### src/rtl/hazard_pkg.sv
`default_nettype none
// ============================================================================
// Module      : hazard_pkg
// Description : Shared types for the hazard scoreboard: write kinds, stall
//               causes and the per-kind result latency helper.
// Revision    : 1.0 - initial release
// ============================================================================
package hazard_pkg;

    typedef enum logic [1:0] {
        WK_NONE   = 2'd0,
        WK_ALU    = 2'd1,
        WK_LOAD   = 2'd2,
        WK_MULDIV = 2'd3
    } wkind_t;

    typedef enum logic [1:0] {
        C_NONE   = 2'd0,
        C_RAW    = 2'd1,
        C_WAW    = 2'd2,
        C_MDBUSY = 2'd3
    } cause_t;

    // Extra cycles before a writer's result can be forwarded to a
    // non-branch consumer in EX.
    function automatic int lat(input wkind_t kind, input int loadLat, input int mdLat);
        case (kind)
            WK_LOAD:   return loadLat;
            WK_MULDIV: return mdLat;
            default:   return 0;
        endcase
    endfunction

endpackage
`default_nettype wire

### src/rtl/hazard_scoreboard_if.sv
`default_nettype none
// ============================================================================
// Module      : hazard_scoreboard_if
// Description : ID-stage instruction description in, pipeline control out.
//               master : drives the ID-stage fields and kill
//               slave  : the scoreboard, drives enables/flush/cause/perf
// Revision    : 1.0 - initial release
// ============================================================================
interface hazard_scoreboard_if #(
    parameter int REG_W  = 5,
    parameter int PERF_W = 16
) ();
    import hazard_pkg::*;

    logic              id_valid;
    logic [REG_W-1:0]  id_rs;
    logic [REG_W-1:0]  id_rt;
    logic              id_uses_rs;
    logic              id_uses_rt;
    logic              id_is_branch;
    logic              id_taken;
    logic              id_is_jump;
    wkind_t            id_wkind;
    logic [REG_W-1:0]  id_wr_addr;
    logic              kill;

    logic              pc_en;
    logic              ifid_en;
    logic              idex_bubble;
    logic              ifid_flush;
    cause_t            stall_cause;
    logic [PERF_W-1:0] stall_cycles;

    modport master (
        output id_valid, id_rs, id_rt, id_uses_rs, id_uses_rt, id_is_branch,
               id_taken, id_is_jump, id_wkind, id_wr_addr, kill,
        input  pc_en, ifid_en, idex_bubble, ifid_flush, stall_cause, stall_cycles
    );

    modport slave (
        input  id_valid, id_rs, id_rt, id_uses_rs, id_uses_rt, id_is_branch,
               id_taken, id_is_jump, id_wkind, id_wr_addr, kill,
        output pc_en, ifid_en, idex_bubble, ifid_flush, stall_cause, stall_cycles
    );

endinterface
`default_nettype wire

### src/rtl/hazard_sb_entry.sv
`default_nettype none
// ============================================================================
// Module      : hazard_sb_entry
// Description : One scoreboard slot: cycles left until a pending register
//               write lands. Load beats decrement; clear beats both.
// Ports       : clk, rst      - clock, synchronous active-high reset
//               i_clear       - pipeline flush, zeroes the slot
//               i_load        - a writer to this register issues now
//               i_loadVal     - countdown value for that writer
//               o_cnt         - current countdown
// Revision    : 1.0 - initial release
// ============================================================================
module hazard_sb_entry #(
    parameter int CNT_W = 4
) (
    input  wire logic             clk,
    input  wire logic             rst,
    input  wire logic             i_clear,
    input  wire logic             i_load,
    input  wire logic [CNT_W-1:0] i_loadVal,
    output logic      [CNT_W-1:0] o_cnt
);

    logic [CNT_W-1:0] r_cnt;

    always_ff @(posedge clk) begin
        if (rst || i_clear) begin
            r_cnt <= '0;
        end else if (i_load) begin
            r_cnt <= i_loadVal;
        end else if (r_cnt != '0) begin
            r_cnt <= r_cnt - CNT_W'(1);
        end
    end

    assign o_cnt = r_cnt;

endmodule
`default_nettype wire

### src/rtl/hazard_scoreboard.sv
`default_nettype none
// ============================================================================
// Module      : hazard_scoreboard
// Description : ID-stage interlock. Tracks pending register writes, detects
//               RAW / WAW / multiply-divide busy hazards, drives PC and
//               pipeline-register enables and counts stall cycles.
// Ports       : clk, reset    - clock, synchronous active-high reset
//               bus (slave)   - id_* instruction fields and kill in;
//                               pc_en, ifid_en, idex_bubble, ifid_flush,
//                               stall_cause, stall_cycles out
// Revision    : 1.0 - initial release
// ============================================================================
module hazard_scoreboard
    import hazard_pkg::*;
#(
    parameter int REG_W    = 5,
    parameter int LOAD_LAT = 1,
    parameter int MD_LAT   = 4,
    parameter int BR_EXTRA = 1,
    parameter int CNT_W    = 4,
    parameter int PERF_W   = 16
) (
    input  wire logic          clk,
    input  wire logic          reset,
    hazard_scoreboard_if.slave bus
);

    localparam int               NUM_REGS   = 2 ** REG_W;
    localparam logic [CNT_W-1:0] C_BR_EXTRA = CNT_W'(BR_EXTRA);
    localparam logic [CNT_W-1:0] C_MD_LAT   = CNT_W'(MD_LAT);
    localparam logic [CNT_W-1:0] C_ONE      = CNT_W'(1);

    logic [CNT_W-1:0]  w_cnt [NUM_REGS];
    logic [CNT_W-1:0]  w_wrLat;
    logic [CNT_W-1:0]  r_mdCnt;
    logic [PERF_W-1:0] r_stallCycles;
    logic              w_isWriter;
    logic              w_raw;
    logic              w_waw;
    logic              w_mdBusy;
    logic              w_stall;
    logic              w_issue;
    logic              w_load;

    // r0 is hard-wired zero and never pending.
    assign w_cnt[0] = '0;

    // Countdown loaded on issue: BR_EXTRA is added so that a branch, which
    // compares in ID, keeps waiting after a non-branch consumer may go.
    assign w_wrLat    = CNT_W'(lat(bus.id_wkind, LOAD_LAT, MD_LAT) + BR_EXTRA);
    assign w_isWriter = (bus.id_wkind != WK_NONE) && (bus.id_wr_addr != '0);

    always_comb begin
        w_raw = 1'b0;
        if (bus.id_uses_rs && (bus.id_rs != '0)) begin
            w_raw = bus.id_is_branch ? (w_cnt[bus.id_rs] != '0)
                                     : (w_cnt[bus.id_rs] > C_BR_EXTRA);
        end
        if (bus.id_uses_rt && (bus.id_rt != '0)) begin
            if (bus.id_is_branch ? (w_cnt[bus.id_rt] != '0)
                                 : (w_cnt[bus.id_rt] > C_BR_EXTRA)) begin
                w_raw = 1'b1;
            end
        end
    end

    // An older write still in flight would land after this one.
    assign w_waw    = w_isWriter && (w_cnt[bus.id_wr_addr] > w_wrLat);
    // md_cnt == 1 means the unit frees up as the new op reaches EX.
    assign w_mdBusy = (bus.id_wkind == WK_MULDIV) && (r_mdCnt > C_ONE);

    assign w_stall = bus.id_valid && (w_raw || w_waw || w_mdBusy) && !bus.kill;
    assign w_issue = bus.id_valid && !w_stall && !bus.kill;
    assign w_load  = w_issue && w_isWriter;

    for (genvar i = 1; i < NUM_REGS; i++) begin : g_entry
        hazard_sb_entry #(
            .CNT_W (CNT_W)
        ) u_entry (
            .clk       (clk),
            .rst       (reset),
            .i_clear   (bus.kill),
            .i_load    (w_load && (bus.id_wr_addr == REG_W'(i))),
            .i_loadVal (w_wrLat),
            .o_cnt     (w_cnt[i])
        );
    end

    always_ff @(posedge clk) begin
        if (reset || bus.kill) begin
            r_mdCnt <= '0;
        end else if (w_issue && (bus.id_wkind == WK_MULDIV)) begin
            r_mdCnt <= C_MD_LAT;
        end else if (r_mdCnt != '0) begin
            r_mdCnt <= r_mdCnt - C_ONE;
        end
    end

    always_ff @(posedge clk) begin
        if (reset) begin
            r_stallCycles <= '0;
        end else if (w_stall && (r_stallCycles != '1)) begin
            r_stallCycles <= r_stallCycles + PERF_W'(1);
        end
    end

    always_comb begin
        bus.pc_en       = !w_stall;
        bus.ifid_en     = !w_stall;
        bus.idex_bubble = w_stall || bus.kill;
        bus.ifid_flush  = w_issue && (bus.id_is_jump || (bus.id_is_branch && bus.id_taken));
        bus.stall_cause = C_NONE;
        if (w_stall) begin
            if (w_raw) begin
                bus.stall_cause = C_RAW;
            end else if (w_waw) begin
                bus.stall_cause = C_WAW;
            end else begin
                bus.stall_cause = C_MDBUSY;
            end
        end
    end

    assign bus.stall_cycles = r_stallCycles;

endmodule
`default_nettype wire

### src/flat_wrapper.sv
// flat-port wrapper written by rule: the top's interface ports become plain ports
module hazard_scoreboard_flat import hazard_pkg::*;
#(
    parameter int REG_W    = 5,
    parameter int LOAD_LAT = 1,
    parameter int MD_LAT   = 4,
    parameter int BR_EXTRA = 1,
    parameter int CNT_W    = 4,
    parameter int PERF_W   = 16
)
  (clk, reset, bus_id_valid, bus_id_rs, bus_id_rt, bus_id_uses_rs, bus_id_uses_rt, bus_id_is_branch, bus_id_taken, bus_id_is_jump, bus_id_wkind, bus_id_wr_addr, bus_kill, bus_pc_en, bus_ifid_en, bus_idex_bubble, bus_ifid_flush, bus_stall_cause, bus_stall_cycles);
  hazard_scoreboard_if #(.REG_W(REG_W), .PERF_W(PERF_W)) bus_i ();
  input  wire logic clk;
  input  wire logic reset;
  input wire logic [$bits(bus_i.id_valid)-1:0] bus_id_valid;
  input wire logic [$bits(bus_i.id_rs)-1:0] bus_id_rs;
  input wire logic [$bits(bus_i.id_rt)-1:0] bus_id_rt;
  input wire logic [$bits(bus_i.id_uses_rs)-1:0] bus_id_uses_rs;
  input wire logic [$bits(bus_i.id_uses_rt)-1:0] bus_id_uses_rt;
  input wire logic [$bits(bus_i.id_is_branch)-1:0] bus_id_is_branch;
  input wire logic [$bits(bus_i.id_taken)-1:0] bus_id_taken;
  input wire logic [$bits(bus_i.id_is_jump)-1:0] bus_id_is_jump;
  input wire logic [$bits(bus_i.id_wkind)-1:0] bus_id_wkind;
  input wire logic [$bits(bus_i.id_wr_addr)-1:0] bus_id_wr_addr;
  input wire logic [$bits(bus_i.kill)-1:0] bus_kill;
  output wire logic [$bits(bus_i.pc_en)-1:0] bus_pc_en;
  output wire logic [$bits(bus_i.ifid_en)-1:0] bus_ifid_en;
  output wire logic [$bits(bus_i.idex_bubble)-1:0] bus_idex_bubble;
  output wire logic [$bits(bus_i.ifid_flush)-1:0] bus_ifid_flush;
  output wire logic [$bits(bus_i.stall_cause)-1:0] bus_stall_cause;
  output wire logic [$bits(bus_i.stall_cycles)-1:0] bus_stall_cycles;
  assign bus_i.id_valid = bus_id_valid;
  assign bus_i.id_rs = bus_id_rs;
  assign bus_i.id_rt = bus_id_rt;
  assign bus_i.id_uses_rs = bus_id_uses_rs;
  assign bus_i.id_uses_rt = bus_id_uses_rt;
  assign bus_i.id_is_branch = bus_id_is_branch;
  assign bus_i.id_taken = bus_id_taken;
  assign bus_i.id_is_jump = bus_id_is_jump;
  assign bus_i.id_wkind = bus_id_wkind;
  assign bus_i.id_wr_addr = bus_id_wr_addr;
  assign bus_i.kill = bus_kill;
  assign bus_pc_en = bus_i.pc_en;
  assign bus_ifid_en = bus_i.ifid_en;
  assign bus_idex_bubble = bus_i.idex_bubble;
  assign bus_ifid_flush = bus_i.ifid_flush;
  assign bus_stall_cause = bus_i.stall_cause;
  assign bus_stall_cycles = bus_i.stall_cycles;
  hazard_scoreboard #(.REG_W(REG_W), .LOAD_LAT(LOAD_LAT), .MD_LAT(MD_LAT), .BR_EXTRA(BR_EXTRA), .CNT_W(CNT_W), .PERF_W(PERF_W)) u_core (.clk(clk), .reset(reset), .bus(bus_i));
endmodule
### config.mk
export PLATFORM = sky130hd
export DESIGN_NAME = hazard_scoreboard_flat
export DESIGN_NICKNAME = d
export VERILOG_FILES = /design/src/rtl/hazard_pkg.sv /design/src/rtl/hazard_scoreboard_if.sv /design/src/rtl/hazard_sb_entry.sv /design/src/rtl/hazard_scoreboard.sv /design/src/flat_wrapper.sv
export SDC_FILE = /design/constraint.sdc
export NUM_CORES = 1
export LEC_CHECK = 0
export BUFFER_PORTS_ARGS = -buffer_cell sky130_fd_sc_hd__buf_4
export CAP_MARGIN = 20
export CELL_PAD_IN_SITES_DETAIL_PLACEMENT = 2
export CELL_PAD_IN_SITES_GLOBAL_PLACEMENT = 2
export CORE_UTILIZATION = 42
export CTS_CLUSTER_DIAMETER = 30
export DETAILED_ROUTE_END_ITERATION = 10
export HOLD_SLACK_MARGIN = 0.1
export MAX_ROUTING_LAYER = met4
export PLACE_DENSITY_LB_ADDON = 0.1
export SKIP_LAST_GASP = 1
export SLEW_MARGIN = 40
export SYNTH_ARGS = -nofsm -noshare
export SYNTH_HDL_FRONTEND = slang
export SYNTH_SLANG_ARGS = --single-unit
### constraint.sdc
create_clock -name clk -period 14 [get_ports clk]
set_input_delay 2.8 -clock clk [delete_from_list [all_inputs] [get_ports clk]]
set_output_delay 2.8 -clock clk [all_outputs]
set_load 0.1 [all_outputs]
==> metrics, run 1 <==
slew margin rel.=45.4%; # IOs=48; H-tree depth=4; largest net degree at the start of global routing=72; layout cell share with drive strength beyond 1=roughly an eighth; post-route setup slack=3610 ps; hold depth=2; DR DRC count=0; fin crit period=10390 ps; gr usage total=31.7%; Avg WL per Cell=24.6 um; total chip power=0.00245 W; clock transition at the registers of the reported paths=70 ps; CP startpoint kind=input port; Critical R2R Capture=u_core.g_entry[14].u_entry.o_cnt[2]; MaxCap Viol Count=0; CORE AREA=~25000 um2; RSZ-0062 raised after global routing=false; die span in y=163 um; Antenna Cells=0; CTS tree=yes; CP Capture Type=primary output; DRT iter0 DRCs=571; Setup TNS=0 ps; Routed Antenna Nets=0; DIE AREA=26700 um2; DP Worst Slack=3700 ps; filler cell count in the final layout=2830; post-synth top area share=around a quarter; clock power share=about a fifth; Rows=between 50 and 60; Initial Utilization=around 43%; Gate power share=between 40% and 50%; WHS=523 ps; Syn Nets=1357; via/cell ratio=6.25; crit-path leading delay family=multiplexers; CP bufs+invs=3; final net count=1360; R2R cell count=13; top_reg_cell synth=dfxtp_1; DR pass1 iterations=5; switching share of total power=46.8%; number of synthesized flops with an enable pin=0; synth warn=0; Worst-Skew Late Latency=450 ps; Worst R2R Setup Slack=9000 ps; vias in the first global route=10709; CTS Buf Count=17; Slowest cell on crit path=buf_4; Seq cells post-synth=144; first-pass GRT wire length=62600 um; Avg Inst Size Synth=about 8.7 um2; final hold violation count=0; Pleak=just under 5 nW; outcome=complete, no violations; area leader, netlist=dfxtp_1; Reg area=2880 um2; Post-Syn Area=10900 um2; Worst Max-Slew Pin Slew=815 ps; number of gates resized after CTS=0; Post-synth top cells=dfxtp_1 (144), nand2_1 (125), mux2i_1 (114); skew final=13.9 ps; Multi-input gate area=between 7000 and 8000 um2; CP max stage delay=620 ps; internal power=0.00130 W; Synth area leaders=dfxtp_1 (26%), mux2i_1 (10%), mux4_2 (7.8%), ha_1 (7.8%), nand2_1 (4.3%); buffer depth of the longest clock path=2; post-synth cell types=69; hold path startpoint=u_core.bus.stall_cycles[15]; routability cong.=around 0.9; CTS Sinks=144; worst IR drop on VDD=119 uV; final setup vio count=0; Fmax achieved=0.0963 GHz; Hold Path End=u_core.bus.stall_cycles[15]; worst setup path class=input port to primary output; Post-CTS Setup Bufs=0; Net Switching=0.00115 W; initial antenna violation count=0; placed instance area=11400 um2; Final Slew Violations=0; RR Startpoint=u_core.g_entry[8].u_entry.o_cnt[1]; Reg power frac=~31%; most common cell in the netlist=dfxtp_1; Die Width=approximately 160 um; Area Growth Syn to Fin=10.2%; I/O Buffers=47; Seq/Total Area, Yosys=26.4%; Power per Cell Area=204 nW/um2; Post-Synthesis Cells=roughly 1300; CP Cell Sequence=buf_4, mux4_2, mux4_2, mux2_2, ha_1, nor2b_1, o21a_1, o221a_2, nor3_1, o211ai_1, and3b_2, buf_4, o21bai_1, buf_4; Arrival @ worst endpoint=about 7600 ps; Hold Path Class=flop to flop; asr flop ratio synth=0%; cts hold-fix bufs=0; Total Wirelength=approximately 40000 um; vias post-DR=roughly 10000; crit-path max FO=slightly above 70; period utilisation layout=74.2%; DP Wirelength=27900 um; Req. time, crit path=11200 ps; Top cell by count, worst path=buf_4; grt ovf=0; clock root buffer=clkbuf_16; final instance area=between 10000 and 15000 um2
## how the worst max path moves through the flow
stage               cells after the start  slack, ps              start            endpoint
floorplan                              14       1280  bus_id_wr_addr[0]  bus_stall_cause[0]
global placement                       14       3900  bus_id_wr_addr[0]     bus_idex_bubble
detailed placement                     14       3700  bus_id_wr_addr[0]     bus_idex_bubble
CTS                                    14       3680  bus_id_wr_addr[0]     bus_idex_bubble
global route                           14       3400  bus_id_wr_addr[0]     bus_idex_bubble
finish                                 14       3610  bus_id_wr_addr[0]     bus_idex_bubble
## through the flow
stage                     std cells  util [%]
after detailed placement       1577      45.1
after global routing           1609      47.5
after floorplan                1263         -
after CTS                      1609      47.5
after global placement         1577      45.1
final                          1609      47.5
## power by group through the flow
stage	registers, W	clock network, W	logic [W]
2_1_floorplan	0.000649	0	0.000950
3_3_place_gp	0.000751	0	0.00111
3_5_place_dp	0.000754	0	0.00118
4_1_cts	0.000749	0.000500	0.00120
5_1_grt	0.000769	0.000517	0.00134
6_report	0.000761	0.000490	0.00120
## final cells by class
type	instances	area share, %
multi-input cells	975	61.9
flip-flops and latches	144	23.9
clock buffers	17	3.53
repair buffers	56	3.49
well taps	330	3.43
inverters	72	2.24
clock inverters	15	1.43
## cell usage in the layout, fill, tap and decap left out, types with 22 or more instances in the layout
cell type,n
nor2_1,87
o211ai_1,32
nor3_1,70
nand2_1,125
dfxtp_1,144
xnor2_1,33
and3_1,26
buf_4,56
nor4_1,22
ha_1,68
xor2_1,48
a21oi_1,23
mux2i_1,114
nor2b_1,30
inv_1,72
mux4_2,38
nand3_1,76
## worst register-to-register path, stage by stage (launching register included)
cell and delay [ps]:
dfxtp_1 420, mux4_2 500, mux4_2 500, mux2_2 290
ha_1 300, nor2b_1 130, o21a_1 160, o221a_2 240
nor3_1 370, o211ai_1 280, and3b_2 300, buf_4 620
and3_1 510, mux2i_1 270
## logic make-up (layout without fill, tap and decap cells)
kind of cell	count (synthesis)	after routing	share of synthesized area, %
xor+xnor	81	81	6.49
fa+ha+maj	68	68	7.78
flops	144	144	26.4
buf+inv	144	160	5.69
compound gates	136	136	8.68
simple gates	516	516	23.8
mux	174	174	21.2
## layer usage
| metal | wire [um] | share of wire (%) | vias up | GRT usage [%] |
|---|---|---|---|---|
| met5 | 0 | 0 | - | - |
| met4 | 1110 | 2.8 | 0 | 11.1 |
| met3 | 2470 | 6.2 | 84 | 5.97 |
| met2 | 18600 | 47 | 314 | 50.8 |
| met1 | 17300 | 44 | 5104 | 39.7 |
| li1 | - | - | 4547 | - |
## state kept, by name (all words and copies together), names as in the netlist
register and count:
u_core.r_mdCnt 4, u_core.bus.stall_cycles 16, u_core.g_entry.u_entry.o_cnt 124
Note: power is estimated with default switching activity, not from simulation.
==> run 2, diff against run 1 <==
CORE_UTILIZATION = 39   (was 42)
clock period = 10 ns   (was 14 ns; I/O delays follow)
==> metrics, run 2 (synthesis gave the netlist of run 1 again) <==
most common cell after layout, fill and taps aside=dfxtp_1; CTS Sinks=between 100 and 150; Reg power frac=~30%; Worst-Skew Late Latency=440 ps; DR pass1 iterations=5; via/cell ratio=approximately 6.0; Power per Cell Area=287 nW/um2; crit-path max FO=45; CP Capture Type=primary output; Largest register FFs=124; period utilisation layout=between 80% and 90%; clock root buffer=clkbuf_16; DIE AREA=28700 um2; GR Util met3=under 10%; fin crit period=8190 ps; Arrival @ worst endpoint=between 6000 and 7000 ps; skew final=9.90 ps; DRT iter0 DRCs=604; met1 Usage GRT=37.9%; die span in y=about 170 um; grt ovf=0; Hold Path Class=flop to flop; RSZ-0062 raised after global routing=false; Layout Utilization=between 40 and 50%; most frequent cells in the layout=dfxtp_1 (144), nand2_1 (124), mux2i_1 (114), nor2_1 (86), nand3_1 (76); CTS tree=yes; Worst Max-Slew Pin Slew=840 ps; final net count=between 1000 and 1500; # IOs=between 40 and 50; cts hold-fix bufs=0; Setup TNS=0 ps; slew margin rel.=a little over two fifths; Gate power share=48.0%; I/O Buffers=47; outcome=complete, no violations; initial antenna violation count=0; final setup vio count=0; Net Switching=0.00157 W; worst IR drop on VDD=156 uV; internal power=0.00193 W; layout cell share with drive strength beyond 1=12.1%; Total Wirelength=39800 um; largest net degree at the start of global routing=79; Req. time, crit path=8000 ps; filler cell count in the final layout=3012; CTS Buf Count=17; Routed Antenna Nets=0; Area Growth Syn to Fin=11.3%; switching share of total power=44.8%; first-pass GRT wire length=62500 um; CP startpoint kind=input port; routability cong.=0.855; WHS=523 ps; MaxCap Viol Count=0; DP Wirelength=between 20000 and 30000 um; number of gates resized after CTS=0; gr usage total=about 29%; Fmax achieved=0.122 GHz; Avg WL per Cell=around 24 um; GRT busiest layer=met2; vias post-DR=9937; DR DRC count=0; vias in the first global route=10577; CORE AREA=27300 um2; DP Worst Slack=1840 ps; final hold violation count=0; Initial Utilization=between 40% and 50%; buffer depth of the longest clock path=2; Post-CTS Setup Bufs=0; worst setup path class=input port to primary output; post-route setup slack=1810 ps; Final Slew Violations=0; clock transition at the registers of the reported paths=60 ps; met2 GRT Util=a little under half; Die Width=169 um; H-tree depth=4; clock power share=21.7%; Pleak=approximately 5 nW; Rows=60
==> run 2: cell types whose count changed in the layout (fill, tap and decap cells not counted), moves of 2 or more <==
cell / change
inv_6: -5
bufinv_16: +4
buf_4: -3
inv_8: -3
clkbuf_8: +2
==> run 2: final timing paths <==
path / startpoint / end / slack [ps] / cells after the start
max reg2reg: u_core.g_entry[10].u_entry.o_cnt[1] / u_core.g_entry[14].u_entry.o_cnt[0] / 5070 / 13
max: bus_id_wr_addr[0] / bus_ifid_flush / 1810 / 14
min: u_core.bus.stall_cycles[15] / u_core.bus.stall_cycles[15] / 520 / 2
min reg2reg: u_core.bus.stall_cycles[15] / u_core.bus.stall_cycles[15] / 520 / 2
==> run 2: per-stage QoR <==
step           std cells  cell area, um2  power, W
6_report            1648           12200   0.00350
5_1_grt             1647           12200   0.00374
4_1_cts             1647           12100   0.00351
3_5_place_dp        1617           11500   0.00271
3_3_place_gp        1617           11500   0.00262
2_1_floorplan       1263           10900   0.00224
==> run 2: layer usage <==
layer  share of wire [%]  wire [um]  up-vias
li1                    -          -     4542
met1                  45      18100     5064
met2                  47      18700      272
met3                 5.3       2120       59
met4                 2.4        956        0
met5                   0          0        -
==> run 2: final cells by class <==
type	count	area, um2	share of cell area, %
multi-input cells	975	7470	61.4
flip-flops and latches	144	2880	23.7
well taps	372	465	3.83
clock buffers	19	453	3.72
repair buffers	54	409	3.36
inverters	72	270	2.22
clock inverters	11	211	1.74
diodes	1	2.50	0.0206
==> run 2: power by group through the flow <==
stage / sequential, W / combinational (W) / clock (W)
after floorplan: 0.000909 / 0.00133 / 0
after global placement: 0.00106 / 0.00157 / 0
after global routing: 0.00107 / 0.00188 / 0.000793
after CTS: 0.00105 / 0.00169 / 0.000772
final: 0.00106 / 0.00168 / 0.000759
after detailed placement: 0.00106 / 0.00166 / 0
==> run 2: critical path, stage by stage <==
cell and delay, ps:
buf_4 540, mux4_2 590, mux4_2 520, mux2_2 280, ha_1 310, nor2b_1 140
o21a_1 170, o221a_2 240, nor3_1 320, o211ai_1 240, and3b_2 320, nand2_1 80
nor2_1 120, buf_4 290
